==> src/rtl/wgt_grp_sched.sv <==
// Weight-block request scheduler: walks output-channel groups (outer) and
// input-channel groups (inner), issuing one weight-block request per pair.
module wgt_grp_sched #(
  parameter int IC2_LANES = 16,
  parameter int OC2_LANES = 16
) (
  input  logic        clk,
  input  logic        rst_n,
  input  logic        start,
  input  logic [15:0] cfg_IC,
  input  logic [15:0] cfg_OC,
  input  logic [4:0]  cfg_wgt_bits,
  output logic        busy,
  output logic        done,
  output logic        cfg_err,
  input  logic        wgt_load_done,
  output logic        req_valid,
  input  logic        req_ready,
  output logic [7:0]  req_oc_grp,
  output logic [7:0]  req_ic_grp,
  output logic        first_ic,
  output logic        last_ic,
  input  logic        blk_done
);

  typedef enum logic [2:0] {IDLE, WAIT_LOAD, REQ, WAIT_BLK, DONE} state_t;

  state_t      state;
  logic [8:0]  n_oc_q, n_ic_q;
  logic [8:0]  oc_grp, ic_grp;
  logic [16:0] n_oc_c, n_ic_c;
  logic        bits_ok, cfg_ok;
  logic        ic_last, oc_last;

  // Divisors are always elaboration-time constants, so this folds to shifts/adds.
  function automatic logic [16:0] ceil_div(input logic [15:0] num, input int div);
    logic [31:0] n;
    n = {16'd0, num};
    return 17'((n + 32'(div) - 32'd1) / 32'(div));
  endfunction

  // NOTE: every variable gets a default at the top of always_comb so no path
  // leaves it unassigned and no latch is inferred.
  always_comb begin
    bits_ok = 1'b1;
    n_oc_c  = '0;
    case (cfg_wgt_bits)
      5'd2:    n_oc_c = ceil_div(cfg_OC, OC2_LANES);
      5'd4:    n_oc_c = ceil_div(cfg_OC, OC2_LANES / 2);
      5'd8:    n_oc_c = ceil_div(cfg_OC, OC2_LANES / 4);
      5'd16:   n_oc_c = ceil_div(cfg_OC, OC2_LANES / 8);
      default: bits_ok = 1'b0;
    endcase
    n_ic_c = ceil_div(cfg_IC, IC2_LANES);
    cfg_ok = bits_ok && (cfg_IC != 16'd0) && (cfg_OC != 16'd0) &&
             (n_oc_c <= 17'd256) && (n_ic_c <= 17'd256);
  end

  // Counters are 9 bits so a group count of exactly 256 compares correctly.
  assign ic_last    = (ic_grp == n_ic_q - 9'd1);
  assign oc_last    = (oc_grp == n_oc_q - 9'd1);
  assign req_oc_grp = oc_grp[7:0];
  assign req_ic_grp = ic_grp[7:0];

  // NOTE: state and outputs are registered with non-blocking assignments so
  // every read in this block sees the pre-edge value.
  always_ff @(posedge clk or negedge rst_n) begin
    if (!rst_n) begin
      state     <= IDLE;
      busy      <= 1'b0;
      done      <= 1'b0;
      cfg_err   <= 1'b0;
      req_valid <= 1'b0;
      first_ic  <= 1'b0;
      last_ic   <= 1'b0;
      n_oc_q    <= '0;
      n_ic_q    <= '0;
      oc_grp    <= '0;
      ic_grp    <= '0;
    end else begin
      cfg_err <= 1'b0;
      done    <= 1'b0;
      case (state)
        IDLE: begin
          if (start) begin
            if (cfg_ok) begin
              n_oc_q <= n_oc_c[8:0];
              n_ic_q <= n_ic_c[8:0];
              oc_grp <= '0;
              ic_grp <= '0;
              busy   <= 1'b1;
              state  <= WAIT_LOAD;
            end else begin
              cfg_err <= 1'b1;
            end
          end
        end
        WAIT_LOAD: begin
          if (wgt_load_done) begin
            req_valid <= 1'b1;
            first_ic  <= 1'b1;
            last_ic   <= (n_ic_q == 9'd1);
            state     <= REQ;
          end
        end
        REQ: begin
          if (req_ready) begin
            req_valid <= 1'b0;
            first_ic  <= 1'b0;
            last_ic   <= 1'b0;
            state     <= WAIT_BLK;
          end
        end
        WAIT_BLK: begin
          if (blk_done) begin
            if (!ic_last) begin
              ic_grp    <= ic_grp + 9'd1;
              req_valid <= 1'b1;
              first_ic  <= 1'b0;
              last_ic   <= (ic_grp + 9'd2 == n_ic_q);
              state     <= REQ;
            end else if (!oc_last) begin
              ic_grp    <= '0;
              oc_grp    <= oc_grp + 9'd1;
              req_valid <= 1'b1;
              first_ic  <= 1'b1;
              last_ic   <= (n_ic_q == 9'd1);
              state     <= REQ;
            end else begin
              done  <= 1'b1;
              state <= DONE;
            end
          end
        end
        DONE: begin
          busy  <= 1'b0;
          state <= IDLE;
        end
        default: state <= IDLE;
      endcase
    end
  end

endmodule

==> config.mk <==
export PLATFORM = sky130hd
export DESIGN_NAME = wgt_grp_sched
export DESIGN_NICKNAME = d
export VERILOG_FILES = /design/src/rtl/wgt_grp_sched.sv
export SDC_FILE = /design/constraint.sdc
export NUM_CORES = 1
export LEC_CHECK = 0
export ABC_AREA = 1
export CORE_UTILIZATION = 35
export CTS_BUF_LIST = sky130_fd_sc_hd__clkbuf_4 sky130_fd_sc_hd__clkbuf_8
export DETAILED_ROUTE_END_ITERATION = 8
export SYNTH_ARGS = -nofsm -noshare
export SYNTH_HDL_FRONTEND = slang
export SYNTH_SLANG_ARGS = --single-unit
==> constraint.sdc <==
create_clock -name clk -period 2.48 [get_ports clk]
set_clock_uncertainty 0.15 [all_clocks]
set_input_delay 0.496 -clock clk [delete_from_list [all_inputs] [get_ports clk]]
set_output_delay 0.496 -clock clk [all_outputs]
set_load 0.03 [all_outputs]
# After elaboration in Yosys (flattened, before gate mapping)
# Cells that the tools add are included.
# classes
n_addsub	15
magnitude_cmp	2
n_eq_ne	20
mux	44
n_reduce_logical	17
# ops
operator	n
subtractor 17 x 1 -> 18 bit (second input constant)	5
2-to-1 mux 9 bit	8
one-hot mux 17 bit (4 select lines)	1
one-hot mux 9 bit (2 select lines)	2
adder 16 x 5 -> 17 bit (second input constant)	2
less-or-equal comparator 17 x 9 -> 1 bit (second input constant)	2
nonzero test 16 bit	2
equality test 9 bit	3
2-to-1 mux 1 bit	21
2-to-1 mux 3 bit	7
adder 9 x 1 -> 9 bit (second input constant)	2
subtractor 9 x 1 -> 9 bit (second input constant)	2
adder 16 x 2 -> 17 bit (second input constant)	1
adder 16 x 3 -> 17 bit (second input constant)	1
adder 16 x 4 -> 17 bit (second input constant)	1
AND reduction 5 bit	3
!= test 2 bit (second input constant)	7
one-hot mux 3 bit (4 select lines)	1
adder 9 x 2 -> 9 bit (second input constant)	1
equality test 9 x 1 -> 1 bit (second input constant)	1
one-hot mux 1 bit (3 select lines)	3
equality test 3 x 2 -> 1 bit (second input constant)	2
AND reduction 3 bit	2
AND reduction 6 bit	1
13 further kinds	17
# word_totals
register_bits	45
in_bits	43
output_inout_bits	22
elab_cells	109

# Longest topological paths before layout
# Gate-level depths: netlist of the first run.
# logic_depth
ltp_word	10
mapped_depth	19

# Least setup slack after synthesis of the first run
# OpenSTA, ideal clock, no wires.
# synth_path
path_type	input port to flip-flop
from	input port cfg_OC[0]
to	register n_ic_q[4]
setup_time_ps	123
t_arrival_ps	2412
required_ps	2207
path_slack_ps	-206
stages	13
n_path_buf	1
path_cell_list	inv_1 ha_1 nor2_1 nand2_1 nor2_1 xor2_1 o21ai_0 nand4_2 nor3_4 nand3_4 buf_6 nand2_2 o21ai_2
# synth_via
elab_chain_len	7
word_cells_on_any_way	15
cone_classes	add/sub: 8; order compare: 1; mux: 1; reduce/logical: 5
# synth_lines
item	line	text
from (decl)	11	input logic [15:0] cfg_OC,
adder 16 x 2 -> 17 bit (tied with other cells)	39	return 17'((n + 32'(div) - 32'd1) / 32'(div));
subtractor 17 x 1 -> 18 bit	39	
one-hot mux 17 bit (4 select lines)	47	case (cfg_wgt_bits)
less-or-equal comparator 17 x 9 -> 1 bit	56	(n_oc_c <= 17'd256) && (n_ic_c <= 17'd256);
logical AND 1 bit *	55	cfg_ok = bits_ok && (cfg_IC != 16'd0) && (cfg_OC != 16'd0) &&
logical AND 1 bit *	56	
AND reduction 3 bit (no line) *	n/a	
to (signal assigned)	88	n_ic_q <= n_ic_c[8:0];
to (decl)	29	logic [8:0] n_oc_q, n_ic_q;
# Every way passes the cells marked *; elsewhere a longest branch is shown, timed or not.
# A chain may end at the register's enable or synchronous reset.

# Final worst setup path of the first run
# layout_path
from	input port cfg_OC[0]
to	register n_ic_q[5]
# Same word-level chain as after synthesis.

==> results of run 1 <==
## repair_timing
item / 4_1_cts / 5_1_grt
pin swaps: 49 / 76
resized for setup: 180 / 157
endpoints found under the setup margin: 39 / 45
cloned: 4 / 4
setup buffers: 26 / 14
## through the flow
stage	TNS (ns)	util	total power [uW]	cells
6_report	-0.0238	0.570	3590	1341
5_1_grt	-3.65	0.570	3840	1341
4_1_cts	-0.0179	0.528	3340	1324
3_5_place_dp	-31.63	0.484	2670	1286
3_3_place_gp	-30.54	0.484	2650	1286
2_1_floorplan	0	-	1990	915
## final timing paths
kind,cells after the start,startpoint,end
worst max-delay path,18,cfg_OC[0],n_ic_q[5]$_DFFE_PN0P_
worst min-delay path,2,rst_n,oc_grp[2]$_DFFE_PN0P_
worst max register to register,11,state[2]$_DFFE_PN0P_,n_ic_q[5]$_DFFE_PN0P_
worst min register to register,2,first_ic$_DFFE_PN0P_,first_ic$_DFFE_PN0P_
max in group asynchronous,2,rst_n,n_ic_q[2]$_DFFE_PN0P_
min in group clk,2,first_ic$_DFFE_PN0P_,first_ic$_DFFE_PN0P_
## cell usage after synthesis, drive strengths merged (8+ instances only)
cell	number	area, um^2
nor3	20	111
o21ai	43	268
ha	8	100
nand4	45	288
xor2	40	350
inv	103	387
nand2	284	1120
nand3	104	563
buf	31	226
xnor2	15	131
a21oi	11	58.8
nor2	136	543
dfrtp	45	1130
## report_power, final
| group | leakage, uW | internal (uW) | switching (uW) | total [uW] |
|---|---|---|---|---|
| combinational | 0.00364 | 935 | 1260 | 2200 |
| clock | 0.0000498 | 233 | 235 | 468 |
| sequential | 0.000616 | 817 | 105 | 923 |
| total | 0.00431 | 1990 | 1600 | 3590 |
## cell type report
class / count / area [um^2]
fillers: 1464 / 6530
multi-input cells: 730 / 4460
repair buffers: 263 / 2330
flip-flops and latches: 45 / 1130
inverters: 107 / 430
well taps: 188 / 235
clock buffers: 8 / 91.3
## layer usage
layer | vias to the layer above | wire length [um] | track usage
met4 | 0 | 456 | 0.0749
li1 | 3410 | - | -
met2 | 161 | 9040 | 0.411
met1 | 2979 | 8180 | 0.280
met5 | - | 0 | 0
met3 | 29 | 566 | 0.0181
## kinds of logic after synthesis
kind of cell | synth area share
AOI/OAI and AO/OA | 0.0699
xor gates and xnor gates | 0.0883
adders and majority gates | 0.0183
buffers and inverters | 0.119
DFF | 0.206
and+or+nand+nor | 0.498
## layout by cell type, fill, tap and decap left out, types with 3 or more instances in the layout
cell type,instances
nand2_1,204
buf_4,170
nor2_1,88
inv_1,86
nand3_1,83
nand2_2,46
nand4_1,44
dfrtp_1,44
xor2_1,36
nand2_4,33
nor2_2,27
clkdlybuf4s50_1,26
o21ai_0,22
nor2_4,21
buf_6,19
nand3_2,17
o21ai_2,16
nor3_1,16
xnor2_1,15
dlygate4sd2_1,11
inv_2,9
buf_12,9
inv_4,7
a21oi_1,7
clkbuf_2,7
nand3_4,6
clkdlybuf4s15_1,6
o21ai_1,5
ha_1,5
clkbuf_8,5
buf_2,5
xor2_2,4
or2_2,4
o211ai_1,4
clkbuf_4,4
a21oi_2,3
and2_1,3
buf_8,3
## sequential cells by signal, summed over array words and instances (netlist names)
| signal | flops |
|---|---|
| ic_grp | 9 |
| state | 3 |
| last_ic | 1 |
| n_ic_q | 9 |
| oc_grp | 9 |
| done | 1 |
| cfg_err | 1 |
| req_valid | 1 |
| n_oc_q | 9 |
| first_ic | 1 |
| busy | 1 |
==> flow_summary.json, run 1 <==
{
  "ys.flop_type": "dfrtp_1",
  "worstPathCellList": "buf_8 > inv_6 > ha_4 > nand2_4 > buf_4 > nor2_1 > a21oi_1 > nand2_2 > nor2_2 > nand3_1 > nor2_2 > nand3_2 > nor3_4 > nand3_4 > buf_12 > clkbuf_16 > nand2_4 > o21ai_2",
  "yosys_warnings": 0,
  "die_y_um": 127,
  "synth-edff-count": 0,
  "crit_slowest_cell": "nor3_4",
  "outcome": "finished with violations",
  "setup_viol": 5,
  "syn2layout_area_growth_pct": 58.9,
  "worst_slack_ns": -0.00809,
  "crit_path_max_fanout": 5,
  "final-hold-violation-count": 0,
  "io_buffer_count": 64,
  "cts_made_buffers": 5,
  "final_nets": 1203,
  "tightest_slew_ns": 0.663,
  "antenna_found_initial": 0,
  "vias": 6579,
  "grt_start_max_net_pins": 46,
  "gr-total-overflow": 0,
  "whs_ns": 0.0139,
  "ir_worst_vdd_uv": 312,
  "syn-cell-area_um2": 5460,
  "clkSinkCount": 45,
  "ys_seq_area_frac": 0.206,
  "synth_area_per_cell_um2": 5.96,
  "first_pass_iters": 6,
  "crit_path_start_kind": "primary input",
  "io_pins": 65,
  "start_util": 0.359,
  "rows": 45,
  "powerDensity_nw_per_um2": 414,
  "arrival_ns": 2.54,
  "rsz0062_at_grt": "yes",
  "clk_pin_slew_ns": 0.08,
  "hp-class": "in2async",
  "synthDistinctLibCells": 39,
  "syn_nets": 966,
  "holdBufCountCts": 0,
  "cts_htree_levels": 2,
  "drive_above_1_share": 0.377,
  "syn_inst": 915,
  "critPathMaxStageDelay_ns": 0.24,
  "cap_violations": 0,
  "post-route-min-period_ns": 2.49,
  "clockBufferDepth": 2,
  "path_class": "in2reg",
  "wl_per_cell_um": 13.6,
  "ys_seq_elements": 45,
  "n_antenna_cell": 0,
  "first_iter_violations": 438,
  "grt_usage": 0.226,
  "end_kind": "flop",
  "path_buf_inv": 5,
  "clock_tree.root_cell": "clkbuf_8",
  "clk_latency_ns": 0.30,
  "design_area_um2": 8670,
  "reg2reg_slack_ns": 0.03,
  "fmaxAchievable_mhz": 402,
  "cp_top_family": "simple AND/OR/NAND/NOR gates",
  "failed_checks": "negative setup slack",
  "grt_pass1_vias": 6302,
  "p_leak_uw": 0.00431,
  "relSlewSlack": 0.556,
  "fin_crit_sh": 1.00,
  "dpl_worst_slack_ns": -0.871,
  "postSynth.asyncResetShare": 1.00,
  "dpl_cell_area_um2": 7360,
  "route.antenna.remaining_nets": 0,
  "gp_congestion": 0.930,
  "fp.dieW_um": 127,
  "avgViaCountPerCell": 4.91,
  "core-area_um2": 15200,
  "cts_tree": "yes",
  "grt_first_pass_wirelength_mm": 29.5,
  "wirelength_mm": 18.2,
  "hpwlAfterDp_mm": 13.8,
  "drc_errors": 0,
  "die_area_um2": 16100,
  "timing.final.max_slew_violations": 0,
  "crit_required_ns": 2.53
}
No activity file was read; power rests on OpenSTA's default activity.
==> inputs of run 2 (changes only) <==
Clock period 2.48 ns to 2.28 ns, I/O delays scaled along.
==> run 2 against run 1 <==
The run still ends with negative setup slack left. Routed wire length is 2.3% higher. Largest power group unchanged. Register-to-register slack worse by 0.08 ns. Sequential cell count stayed put. Non-clock buffer count is 35 higher. Hold slack better by 0.33 ns. Clock power is 38% higher. Core utilization is 2.0 points higher. Sequential share of layout area is 0.46 points lower. Combinational power is 16% higher. Final cell count is 2.7% higher. Global-route usage is 0.46 points higher. Critical path depth is 2 higher. Critical endpoint is now n_ic_q[8]$_DFFE_PN0P_.
==> flow_summary.json, run 2 (synthesized netlist as in run 1, its figures left out) <==
{
  "reg2reg_slack_ns": -0.05,
  "route.antenna.remaining_nets": 0,
  "final_cell_mix": "211 x nand2_1, 199 x buf_4, 86 x inv_1",
  "drc_errors": 0,
  "n_antenna_cell": 0,
  "rsz0062_at_grt": "yes",
  "fp.dieW_um": 127,
  "io_pins": 65,
  "end_kind": "flop",
  "grt_first_pass_wirelength_mm": 30.1,
  "relSlewSlack": 0.641,
  "first_pass_iters": 5,
  "hp-class": "reg2reg",
  "cts_made_buffers": 5,
  "ir_worst_vdd_uv": 353,
  "clock_tree.root_cell": "clkbuf_8",
  "critPathMostFrequentCell": "nand2_4",
  "hpwlAfterDp_mm": 13.9,
  "p_leak_uw": 0.00451,
  "tightest_slew_ns": 0.539,
  "grt_pass1_vias": 6373,
  "seqCellArea_um2": 1130,
  "crit_slowest_cell": "nor3_4",
  "grt_start_max_net_pins": 24,
  "failed_checks": "negative setup slack",
  "final_nets": 1239,
  "final_common_cell": "nand2_1",
  "first_iter_violations": 446,
  "gp_congestion": 0.951,
  "design_area_um2": 8980,
  "multi_input_area_um2": 4510,
  "grt_usage": 0.231,
  "critPathMaxStageDelay_ns": 0.22,
  "outcome": "finished with violations",
  "arrival_ns": 2.46,
  "rr_worst_depth": 15,
  "clkSinkCount": 45,
  "crit_path_max_fanout": 7,
  "fillers": 1426,
  "path_class": "in2reg",
  "powerDensity_nw_per_um2": 465,
  "post-route-min-period_ns": 2.41,
  "clockBufferDepth": 2,
  "cp_top_family": "simple AND/OR/NAND/NOR gates",
  "timing.final.max_slew_violations": 0,
  "crit_end": "n_ic_q[8]$_DFFE_PN0P_",
  "core-area_um2": 15200,
  "gr-total-overflow": 0,
  "crit_required_ns": 2.33,
  "clk_pin_slew_ns": 0.08,
  "rows": 45,
  "avgViaCountPerCell": 4.92,
  "cap_violations": 0,
  "dpl_cell_area_um2": 7700,
  "die_y_um": 127,
  "rr_endpoint": "ic_grp[1]$_DFFE_PN0P_",
  "start_util": 0.359,
  "timing.critical_path.from": "cfg_OC[0]",
  "drive_above_1_share": 0.405,
  "fmaxAchievable_mhz": 414,
  "reg2reg_from": "n_oc_q[1]$_DFFE_PN0P_",
  "syn2layout_area_growth_pct": 64.5,
  "fin_crit_sh": 1.06,
  "dpl_worst_slack_ns": -0.987,
  "cts_htree_levels": 2,
  "final-hold-violation-count": 0,
  "path_buf_inv": 6,
  "worstPathCellList": "buf_12 > inv_12 > ha_4 > inv_4 > nand2_4 > nand2_8 > nand2_4 > inv_4 > buf_6 > nand3_2 > nand2_1 > nor2_1 > nand3_1 > nor2_2 > nand3_2 > nor3_4 > nand3_4 > buf_8 > nand2_4 > o21ai_2",
  "path_depth": 20,
  "clk_latency_ns": 0.30,
  "io_buffer_count": 64,
  "wirelength_mm": 18.7,
  "worst_slack_ns": -0.133,
  "cts_tree": "yes",
  "setup_viol": 39,
  "vias": 6769,
  "crit_path_start_kind": "primary input",
  "wl_per_cell_um": 13.6,
  "antenna_found_initial": 0,
  "die_area_um2": 16100,
  "whs_ns": 0.340
}
[run 2: changes by cell type in the layout (fill, tap and decap cells not counted), moves of 4 or more]
cell	delta
nand2_1	+7
nor2_2	+5
nand3_1	-10
buf_4	+29
buf_6	+10
inv_2	+4
inv_4	-4
clkdlybuf4s15_1	-5
nand2_4	-11
nand3_2	+9
nor2_1	-6
[run 2: worst reg2reg max path, stage by stage, from the launching register on]
cell	delay, ns
dfrtp_1	0.41
inv_2	0.08
ha_4	0.20
nand2_1	0.05
inv_1	0.05
nor3_2	0.22
nand3_1	0.12
nor3_2	0.21
nand2_1	0.09
nand2_2	0.10
nand3_2	0.09
nand2_2	0.08
inv_2	0.07
buf_12	0.14
nand4_1	0.10
nand2_1	0.06
[run 2: area by class of cell]
type	instances	area share
Timing Repair Buffer	298	0.284
Tap cell	188	0.0262
Sequential cell	45	0.125
Inverter	107	0.0478
Clock buffer	7	0.0100
Clock inverter	1	0.00335
Multi-Input combinational cell	731	0.503
[run 2: where the power goes]
group	switching [uW]	internal [uW]	total [uW]	leakage (uW)
clock	274	369	644	0.0000619
sequential	91.4	889	980	0.000617
combinational	1460	1090	2550	0.00383
total	1820	2350	4170	0.00451
[run 2: worst min path at each step]
stage               depth (start not counted)             startpoint                    end
floorplan                                   0                  rst_n       busy$_DFFE_PN0P_
global placement                            1                  rst_n  oc_grp[2]$_DFFE_PN0P_
detailed placement                          1                  rst_n  oc_grp[2]$_DFFE_PN0P_
CTS                                         2  req_valid$_DFFE_PN0P_  req_valid$_DFFE_PN0P_
global route                                2    last_ic$_DFFE_PN0P_    last_ic$_DFFE_PN0P_
finish                                      2  req_valid$_DFFE_PN0P_  req_valid$_DFFE_PN0P_
[run 2: routing by layer]
| metal | track usage | share of wire |
|---|---|---|
| met4 | 0.0721 | 0.026 |
| met5 | 0 | 0 |
| met3 | 0.0173 | 0.035 |
| met2 | 0.406 | 0.49 |
| met1 | 0.299 | 0.45 |
[run 2: stage by stage]
step	util	cells	total power [uW]	setup TNS (ns)
after floorplan	-	915	2240	-1.74
after global placement	0.507	1311	3010	-35.90
after detailed placement	0.507	1311	3020	-35.95
after CTS	0.560	1363	3980	-8.05
after global routing	0.590	1377	4450	-9.73
final	0.590	1377	4170	-3.89
[run 2: timing repair]
| action | CTS | global route |
|---|---|---|
| endpoints found under the setup margin | 43 | 45 |
| gates cloned | 7 | 2 |
| hold endpoints to repair | 22 | 0 |
| resized for setup | 159 | 155 |
| pin swaps | 78 | 65 |
| hold buffers | 1 | 0 |
| buffers inserted | 40 | 19 |
==> inputs of run 3 (changes only) <==
Settings changed: TNS_END_PERCENT from default to 20.
==> run 3 against run 2 <==
The run still ends with negative setup slack left. Routed wire length decreased by 1.1%. Final cell count fell by 2.0%. Via count decreased by 0.75%. First-iteration DRC count increased by 8.5%. Die area unchanged. Fmax down 5.1%. Count of clock-buffer cells in the layout unchanged. Sequential share of layout area grew 0.47 points. Final area is 3.5% lower. Highest routed layer unchanged.
==> flow_summary.json, run 3 (synthesized netlist as in run 1, its figures left out) <==
{
  "outcome": "finished with violations",
  "failed_checks": "negative setup slack",
  "timing.final.max_slew_violations": 0,
  "end_kind": "flop",
  "powerDensity_nw_per_um2": 461,
  "vias": 6718,
  "internal_power_uw": 2230,
  "final_common_cell": "nand2_1",
  "highest_layer": "met4",
  "crit_required_ns": 2.34,
  "fin_crit_sh": 1.11,
  "combPwrFrac": 0.588,
  "routed-wl-met2_mm": 8.68,
  "gp_congestion": 0.957,
  "crit_path_start_kind": "primary input",
  "ir_worst_vdd_uv": 387,
  "netSwitchingFraction": 0.441,
  "avgViaCountPerCell": 4.98,
  "fin_util": 0.570,
  "hpwlAfterDp_mm": 14.1,
  "first_pass_iters": 5,
  "post-route-min-period_ns": 2.54,
  "grt_first_pass_wirelength_mm": 30.4,
  "fp.dieW_um": 127,
  "drc_errors": 0,
  "wl_per_cell_um": 13.7,
  "hp-class": "reg2reg",
  "cts_htree_levels": 2,
  "route.antenna.remaining_nets": 0,
  "cts_made_buffers": 5,
  "antenna_found_initial": 0,
  "path_class": "in2reg",
  "clk_pin_slew_ns": 0.08,
  "die_area_um2": 16100,
  "rows": 45,
  "grt_start_max_net_pins": 26,
  "syn2layout_area_growth_pct": 58.8,
  "drive_above_1_share": 0.363,
  "start_util": 0.359,
  "core-area_um2": 15200,
  "dr_wl_met3_um": 896,
  "die_y_um": 127,
  "final-hold-violation-count": 0,
  "wirelength_mm": 18.5,
  "io_buffer_count": 64,
  "io_pins": 65,
  "clk_latency_ns": 0.31,
  "tightest_slew_ns": 0.540,
  "n_antenna_cell": 0,
  "wl_met1_mm": 8.27,
  "cap_violations": 0,
  "cts_tree": "yes",
  "rsz0062_at_grt": "yes",
  "fillers": 1501,
  "design_area_um2": 8660,
  "grt_usage": 0.233,
  "arrival_ns": 2.60,
  "final_cell_mix": "213 x nand2_1, 168 x buf_4, 94 x nor2_1",
  "dpl_cell_area_um2": 7540,
  "gr-total-overflow": 0,
  "fmaxAchievable_mhz": 393,
  "first_iter_violations": 484,
  "pwr-share-clk": 0.163,
  "clockBufferDepth": 2,
  "worst_slack_ns": -0.262,
  "final_nets": 1212,
  "p_leak_uw": 0.00431,
  "clock_tree.root_cell": "clkbuf_8",
  "relSlewSlack": 0.639,
  "switchingPower_uw": 1760,
  "seqPwrFrac": 0.248,
  "grt_pass1_vias": 6480,
  "setup_viol": 39,
  "crit_path_max_fanout": 8,
  "clkSinkCount": 45
}
==> run 3: final cells by class <==
class	instances	area (um^2)	share of cell area
inverters	107	432	0.0498
clock buffers	7	90.1	0.0104
clock inverters	1	30.0	0.00347
multi-input cells	730	4350	0.502
repair buffers	272	2400	0.277
flip-flops and latches	45	1130	0.130
well taps	188	235	0.0272
==> run 3: metrics by stage <==
step                power (uW)  worst slack (ns)  TNS (ns)  cells  hold slack, ns
CTS                       3890            -0.281     -6.61   1347           0.346
global placement          2900            -0.973    -37.02   1294           0.303
detailed placement        2930            -0.964    -36.61   1294           0.308
floorplan                 2190           -0.0808     -2.37    915          0.0104
global route              4270            -0.405    -15.03   1350           0.375
finish                    3990            -0.262     -8.94   1350           0.340
==> run 3: power by group through the flow <==
stage                     combinational [uW]  sequential [uW]  clock (uW)
final                                   2350              991         653
after global routing                    2560             1010         696
after CTS                               2230              988         662
after detailed placement                1930             1000           0
after global placement                  1900             1000           0
after floorplan                         1150             1040           0
==> run 3: final timing paths <==
| check | endpoint | from | slack [ns] | cells after the start |
|---|---|---|---|---|
| worst max register to register | oc_grp[6]$_DFFE_PN0P_ | n_ic_q[0]$_DFFE_PN0P_ | -0.07 | 14 |
| worst min-delay path | req_valid$_DFFE_PN0P_ | req_valid$_DFFE_PN0P_ | 0.34 | 2 |
| max in group asynchronous | req_valid$_DFFE_PN0P_ | rst_n | 0.99 | 3 |
| min in group asynchronous | n_oc_q[0]$_DFFE_PN0P_ | rst_n | 0.50 | 2 |
| worst max-delay path | ic_grp[0]$_DFFE_PN0P_ | cfg_OC[5] | -0.26 | 14 |
| worst min register to register | req_valid$_DFFE_PN0P_ | req_valid$_DFFE_PN0P_ | 0.34 | 2 |
==> run 3: layer usage <==
layer  track usage  vias to the layer above
met5             0                        -
met4        0.0889                        0
met3        0.0224                       42
met2         0.407                      216
met1         0.295                     3037
li1              -                     3423
==> run 3: critical path: stages <==
cell and delay [ns]:
clkdlybuf4s15_2 0.22, nand2_4 0.11, buf_4 0.16, nor2_1 0.14
nand3_1 0.13, o21ai_0 0.27, nand4_1 0.27, nand2_4 0.17
buf_6 0.11, nand3_4 0.10, nand2_8 0.15, nand3_4 0.13
nand2_2 0.12, nand2_2 0.05
==> run 3: what timing repair did <==
action	CTS	global route
hold endpoints to repair	20	0
pin swaps	53	45
setup buffers	36	4
hold buffers	1	0
setup endpoints to repair	43	46
cloned	9	0
gates resized for setup	175	68
